[config.mk]
export PLATFORM = sky130hd
export DESIGN_NAME = fifo_wr_arbiter
export DESIGN_NICKNAME = d
export VERILOG_FILES = /design/src/rtl/fifo_arb_pkg.sv /design/src/rtl/fifo_wr_arbiter_rr_pick.sv /design/src/rtl/fifo_wr_arbiter.sv
export SDC_FILE = /design/constraint.sdc
export NUM_CORES = 1
export LEC_CHECK = 0
export ABC_AREA = 1
export BUFFER_PORTS_ARGS = -buffer_cell sky130_fd_sc_hd__buf_2
export CAP_MARGIN = 20
export CORE_MARGIN = 1.5
export CORE_UTILIZATION = 29
export DETAILED_ROUTE_END_ITERATION = 8
export GPL_TIMING_DRIVEN = 0
export SKIP_CTS_REPAIR_TIMING = 1
export SYNTH_ARGS = -nofsm -noshare
export SYNTH_HDL_FRONTEND = slang
export SYNTH_SLANG_ARGS = --single-unit
[constraint.sdc]
create_clock -name clk -period 2 [get_ports clk]
set_input_delay 0.4 -clock clk [delete_from_list [all_inputs] [get_ports clk]]
set_output_delay 0.4 -clock clk [all_outputs]
set_load 0.01 [all_outputs]
[src/rtl/fifo_arb_pkg.sv]
// Shared types and default constants for the FIFO write arbiter.
// State encoding is fixed: IDLE = 0, BURST = 1.
package fifo_arb_pkg;

    typedef enum logic {
        IDLE  = 1'b0,
        BURST = 1'b1
    } arb_state_t;

    localparam int unsigned DEF_DATA_WIDTH = 8;
    localparam int unsigned DEF_NUM_REQ    = 4;
    localparam int unsigned DEF_MAX_BURST  = 4;

    // Index width that stays at least one bit wide for degenerate counts.
    function automatic int unsigned idx_width(input int unsigned n);
        return (n > 1) ? $clog2(n) : 1;
    endfunction

    function automatic int unsigned wrap_add(input int unsigned base,
                                             input int unsigned off,
                                             input int unsigned n);
        return (base + off) % n;
    endfunction

endpackage

[src/rtl/fifo_wr_arbiter_rr_pick.sv]
// Round-robin first-one search: returns the first set request at or after
// ptr (wrapping modulo N) and whether any request was set at all.
module rr_pick
    import fifo_arb_pkg::*;
#(
    parameter int unsigned N     = DEF_NUM_REQ,
    parameter int unsigned IDX_W = idx_width(DEF_NUM_REQ)
) (
    input  logic [N-1:0]     req,
    input  logic [IDX_W-1:0] ptr,
    output logic [IDX_W-1:0] idx,
    output logic             found
);

    logic [IDX_W-1:0] cand;

    always_comb begin
        idx   = '0;
        found = 1'b0;
        cand  = '0;
        for (int unsigned i = 0; i < N; i++) begin
            cand = IDX_W'(wrap_add(32'(ptr), i, N));
            if (!found && req[cand]) begin
                found = 1'b1;
                idx   = cand;
            end
        end
    end

endmodule

[src/rtl/fifo_wr_arbiter.sv]
// Round-robin burst arbiter merging NUM_REQ valid/ready requesters into one
// shared FIFO write port, up to MAX_BURST beats per grant.
module fifo_wr_arbiter
    import fifo_arb_pkg::*;
#(
    parameter int unsigned DATA_WIDTH = DEF_DATA_WIDTH,
    parameter int unsigned NUM_REQ    = DEF_NUM_REQ,
    parameter int unsigned MAX_BURST  = DEF_MAX_BURST
) (
    input  logic                          clk,
    input  logic                          reset,
    input  logic [NUM_REQ-1:0]            req_valid,
    input  logic [NUM_REQ*DATA_WIDTH-1:0] req_data,
    output logic [NUM_REQ-1:0]            req_ready,
    output logic [NUM_REQ-1:0]            grant,
    output logic                          wr,
    output logic [DATA_WIDTH-1:0]         wr_data,
    input  logic                          full,
    output logic                          busy
);

    localparam int unsigned      IDX_W     = idx_width(NUM_REQ);
    localparam int unsigned      CNT_W     = idx_width(MAX_BURST);
    localparam logic [CNT_W-1:0] LAST_BEAT = CNT_W'(MAX_BURST - 1);

    arb_state_t            state, state_nxt;
    logic [IDX_W-1:0]      owner, owner_nxt;
    logic [IDX_W-1:0]      rr_ptr, rr_ptr_nxt;
    logic [CNT_W-1:0]      beat_cnt, beat_cnt_nxt;
    logic [IDX_W-1:0]      owner_inc;
    logic [IDX_W-1:0]      pick_ptr;
    logic [IDX_W-1:0]      pick_idx;
    logic                  pick_found;
    logic                  owner_valid;
    logic                  grant_end;
    logic [DATA_WIDTH-1:0] owner_data;

    assign owner_valid = req_valid[owner];
    assign owner_inc   = (owner == IDX_W'(NUM_REQ - 1)) ? '0 : owner + 1'b1;

    // At grant end the search already starts past the current owner, so the
    // next owner can be registered in the same cycle without an IDLE bubble.
    assign pick_ptr  = (state == BURST) ? owner_inc : rr_ptr;
    assign grant_end = (state == BURST) &&
                       (!owner_valid || (wr && (beat_cnt == LAST_BEAT)));

    rr_pick #(
        .N     (NUM_REQ),
        .IDX_W (IDX_W)
    ) u_pick (
        .req   (req_valid),
        .ptr   (pick_ptr),
        .idx   (pick_idx),
        .found (pick_found)
    );

    always_comb begin
        owner_data = '0;
        for (int unsigned i = 0; i < NUM_REQ; i++) begin
            if (owner == IDX_W'(i)) begin
                owner_data = req_data[i*DATA_WIDTH +: DATA_WIDTH];
            end
        end
    end

    always_comb begin
        grant     = '0;
        req_ready = '0;
        wr        = 1'b0;
        wr_data   = '0;
        busy      = 1'b0;
        if (state == BURST) begin
            busy             = 1'b1;
            grant[owner]     = 1'b1;
            req_ready[owner] = ~full;
            wr               = owner_valid & ~full;
            wr_data          = owner_data;
        end
    end

    always_comb begin
        state_nxt    = state;
        owner_nxt    = owner;
        rr_ptr_nxt   = rr_ptr;
        beat_cnt_nxt = beat_cnt;
        case (state)
            IDLE: begin
                if (pick_found) begin
                    state_nxt    = BURST;
                    owner_nxt    = pick_idx;
                    beat_cnt_nxt = '0;
                end
            end
            BURST: begin
                if (grant_end) begin
                    rr_ptr_nxt   = owner_inc;
                    beat_cnt_nxt = '0;
                    if (pick_found) begin
                        owner_nxt = pick_idx;
                    end else begin
                        state_nxt = IDLE;
                        owner_nxt = '0;
                    end
                end else if (wr) begin
                    beat_cnt_nxt = beat_cnt + 1'b1;
                end
            end
        endcase
    end

    always_ff @(posedge clk or negedge reset) begin
        if (!reset) begin
            state    <= IDLE;
            owner    <= '0;
            rr_ptr   <= '0;
            beat_cnt <= '0;
        end else begin
            state    <= state_nxt;
            owner    <= owner_nxt;
            rr_ptr   <= rr_ptr_nxt;
            beat_cnt <= beat_cnt_nxt;
        end
    end

endmodule

* After elaboration in Yosys (flattened, before gate mapping)
Index checks and enable logic that the tools add are counted.
Storage, ports and cells: word-level logic and storage cells 83, bits in latches 0, bits in read-only memories 0, input port bits 39, bits in writable memories 0, register bits after elaboration 7, memories 0, output and inout port bits 18
Operators by class: add/sub/neg operators 5, bitwise logic cells 4, multipliers 0, multiplexer cells 42, magnitude comparators 6, shifts and indexed selects 0, reductions and logical operators 15, divide/modulo/power cells 0, equal/unequal tests 7
Operators with widths (number):
- 2-to-1 mux 8 bit | 5
- 2-to-1 mux 2 bit | 12
- < comparator 2 x 3 -> 1 bit, second input constant | 5
- 2-to-1 mux 1 bit | 14
- binary-select mux 1 bit (select 2 bit) | 5
- 2-to-1 mux 4 bit | 2
- one-hot mux 2 bit (2 select lines) | 2
- adder 2 x 1 -> 2 bit, second input constant | 3
- == test 2 bit, second input constant | 3
- logical AND 1 bit | 6
- AND reduction 2 bit | 3
- adder 2 bit, second input constant | 2
- AND 4 bit | 1
- zero test 1 bit | 4
- inequality test 3 x 2 -> 1 bit, second input constant | 1
- demux 1 bit (select 2 bit) | 1
- == test 2 x 1 -> 1 bit, second input constant | 1
- greater-or-equal comparator 2 x 1 -> 1 bit, second input constant | 1
- zero test 2 bit | 1
- inequality test 2 x 1 -> 1 bit, second input constant | 1
- inequality test 2 bit, second input constant | 1
- inverter 1 bit | 2
- one-hot mux 1 bit (2 select lines) | 1
- AND 1 bit | 1
- logical OR 1 bit | 1

* Longest topological paths before layout
word-level depth 18, depth in mapped cells 16, mapped depth without buffers 15

* By module
From an unflattened synthesis, not the netlist that was laid out.
Unflattened totals: cell total of the unflattened synthesis 191, area total of the unflattened synthesis 1106.1 um^2
Modules (own cells, without submodules):
- fifo_wr_arbiter | area each 787.0 um^2, cells each 132, times used 1, sequential area each 175.2 um^2
- rr_pick | area each 319.1 um^2, cells each 59, times used 1, sequential area each 0.0 um^2

* Least setup slack after synthesis
Ideal clock, no wire load.
kind reg2out, start reg owner[1], end out wr_data[3], required time 1600 ps, setup slack -15 ps, cell stages (with the launch flop) 7, data arrival time 1615 ps, buffers on the path 1, path through dfrtp_1 > inv_1 > ha_1 > clkbuf_1 > nor2_1 > a221oi_1 > o31ai_1
On the way: longest elaborated chain between the ends 6, elaborated cells between the ends (all ways) 9, classes of those cells 3 x eq/ne; 5 x mux; 1 x reduce/logical
Ends and longest elaborated chain:
- start, declared | RTL line fifo_wr_arbiter.sv:27 | logic [IDX_W-1:0] owner, owner_nxt;
- start signal, assigned | RTL line fifo_wr_arbiter.sv:119 | owner <= owner_nxt;
- zero test 2 bit | RTL line fifo_wr_arbiter.sv:60 | if (owner == IDX_W'(i)) begin
- 2-to-1 mux 8 bit (3 in a row) | RTL line fifo_wr_arbiter.sv:60
- 2-to-1 mux 8 bit * | RTL line fifo_wr_arbiter.sv:60
- 2-to-1 mux 8 bit * | RTL line fifo_wr_arbiter.sv:72 | if (state == BURST) begin
- end, declared | RTL line fifo_wr_arbiter.sv:17 | output logic [DATA_WIDTH-1:0] wr_data,
Every way passes the cells marked *; elsewhere a longest branch is shown, timed or not.

* Worst setup path after layout
start reg owner[0], end out wr_data[0]
The elaborated chain is that of the path after synthesis.

==> flow_summary.toml <==
[run_status]
status = "complete, but fails checks"
violations = "negative hold slack, negative setup slack"

[floorplanning]
start_util = 0.311
die_height_um = 66.6
die-area_um2 = 4430
io_pins = 57
rows = 22
core-area_um2 = 3770
die_w_um = 66.6

[global_route]
grt_pass1_vias = 1215
grt_use_met2 = 0.254
grt_antenna_before_repair = 0
grt_pass1_wl_um = 5000
overflow = 0
grt.total_usage = 0.141
met3_usage = 0.0253
gr-usage-met1 = 0.175
grt_max_degree = 11
gr-max-usage-layer = "met2"

[cts]
cts-root-buf = "clkbuf_8"
htreeDepth = 1
clk_pin_slew_ns = 0.04
cts_tree = "done"
cts_buffers = 3
cts.path.max_buffers = 2
cts_sinks = 7
clock_latency_ns = 0.22

[pwr]
leakage_nw = 0.951
power_per_cell_area_nw_per_um2 = 1820
ir_worst_vdd_mv = 0.725

[final_layout]
drive_above_1_share = 0.416
multiInputGateArea_um2 = 957
antenna_cells = 0
area_growth_syn_to_layout_pct = 46.6
layout_commonest_cell = "nand2_1"
fin_util = 0.456
fill_cells = 399
final_cell_mix = "61 x nand2_1, 56 x buf_2, 19 x nand3_1, 16 x inv_1"
layout.nets = 307
final-seq-area_um2 = 176

[drt]
vias = 1475
postRouteWirelength_um = 3330
drtIter0Drc = 60
routed_via_density = 4.76
wl_per_cell_um = 10.7
dr.pass1.iters = 4
drcViolationCount = 0
ant_nets = 0

[yosys]
synthCells = 196
yosysTopAreaCellShare = 0.215
yosysWarnings = 0
synth_area_leaders = "nand2_1 21%, dfrtp_1 15%, nand3_1 8.1%, o21ai_0 7.3%, inv_1 6.1%"
yosys.area.top_type = "nand2_1"
ys_ff_latch = 7
avgSynthCellArea_um2 = 5.98
yosysUniqueCellTypes = 27
syn_area_um2 = 1170
ys_seq_area_frac = 0.149
syn-num-nets = 240

[critical_path]
cp-startpoint = "owner[0]$_DFFE_PN0P_"
path_cells = "buf_6 > inv_6 > ha_4 > inv_2 > nor2_4 > a22oi_2 > nand2_1 > o21ai_0 > a21oi_1 > buf_2"
cp-end-kind = "primary output"
r2r-start = "owner[0]$_DFFE_PN0P_"
cp_slowest_cell = "dfrtp_1"
startpoint_type = "register"
r2r_slack_ns = 0.11
critPathKind = "register to primary output"
cp_max_fo = 8
critPathRequiredTime_ns = 1.60
r2r_end = "owner[0]$_DFFE_PN0P_"
slowest_delay_ns = 0.39
cp-endpoint = "wr_data[0]"
arrival_ns = 1.75
reg2regPathDepth = 15

[placed_design]
io_buffer_count = 55
gp_congestion = 0.846
hpwlAfterDp_um = 2570

[run]
maxCapViolCount = 0

[timing]
max_slew_margin = 0.729
rsz0062_at_grt = "true"
final_hold_viol_count = 5
holdWs_ns = -0.00256
tightestPinTransition_ns = 0.407
slew_violations = 0
worst_slack_ns = -0.154
max_freq_mhz = 464
fin_worst_skew_ns = 0.00249
final.min_clock_period_ns = 2.15
finalCritPeriodShare = 1.08
setup_viol = 8

[worst_hold_path]
hp-class = "input port to asynchronous set/reset pin"
-- area by class of cell --
cell class                 instances  area share
multi-input combinational        160       0.557
timing repair buffer              63       0.195
inverter                          21      0.0546
buffer                             7      0.0298
clock buffer                       4      0.0262
sequential                         7       0.103
tap                               48      0.0349
-- power breakdown --
part	total, mW	switching, mW	internal [mW]
combinational	2.66	1.58	1.08
sequential	0.268	0.0598	0.209
clock	0.193	0.0553	0.137
-- routing by layer --
metal | routed length (um) | up-vias
met5 | 0 | -
met4 | 11 | 0
met2 | 1620 | 40
li1 | - | 776
met3 | 207 | 2
met1 | 1500 | 657
-- cells by family after synthesis --
family	after synthesis	share of synthesized area
AOI/OAI and AO/OA	38	0.194
DFF	7	0.149
buffers and inverters	29	0.115
and+or+nand+nor	117	0.488
adders and majority gates	5	0.0534
-- synth_stat cells, drive strengths merged --
master  count
ha          5
a221oi      2
o311ai      1
nand2      79
a21oi       8
o21ai      18
o31ai       3
nand3      22
inv        21
a22oi       6
buf         3
nor3        1
nor2       13
dfrtp       7
nand4       2
clkbuf      5
-- stage by stage --
step	setup WS (ns)	std cells	total power, mW	area, um^2	TNS [ns]
final	-0.154	310	3.12	1720	-1.05
after global routing	-0.255	310	3.44	1720	-1.92
after CTS	-0.534	303	2.70	1560	-4.37
after detailed placement	-0.291	299	2.50	1510	-2.23
after global placement	-0.289	299	2.50	1510	-2.23
after floorplan	0.0753	196	1.97	1170	0
-- worst min path at each step --
stage | slack, ns | startpoint | depth (start not counted) | endpoint
global route | 0.006 | reset | 1 | owner[0]$_DFFE_PN0P_
floorplan | 0.10 | reset | 0 | beat_cnt[0]$_DFFE_PN0P_
detailed placement | 0.24 | reset | 1 | beat_cnt[0]$_DFFE_PN0P_
global placement | 0.24 | reset | 1 | beat_cnt[0]$_DFFE_PN0P_
finish | -0.003 | reset | 1 | rr_ptr[0]$_DFFE_PN0P_
CTS | -0.0005 | reset | 1 | owner[1]$_DFFE_PN0P_
-- worst max-delay path: cells and delay by family, from the launching register on --
| family | cells | cell delay (ns) |
|---|---|---|
| compound gates | 3 | 0.32 |
| fa+ha+maj | 1 | 0.13 |
| buf+inv | 4 | 0.39 |
| flops | 1 | 0.39 |
| simple gates | 2 | 0.30 |
-- registers in the layout, summed over array words and instances (netlist names) --
signal	flops
beat_cnt	2
owner	2
rr_ptr	2
state	1
No activity file was read; power rests on OpenSTA's default activity.
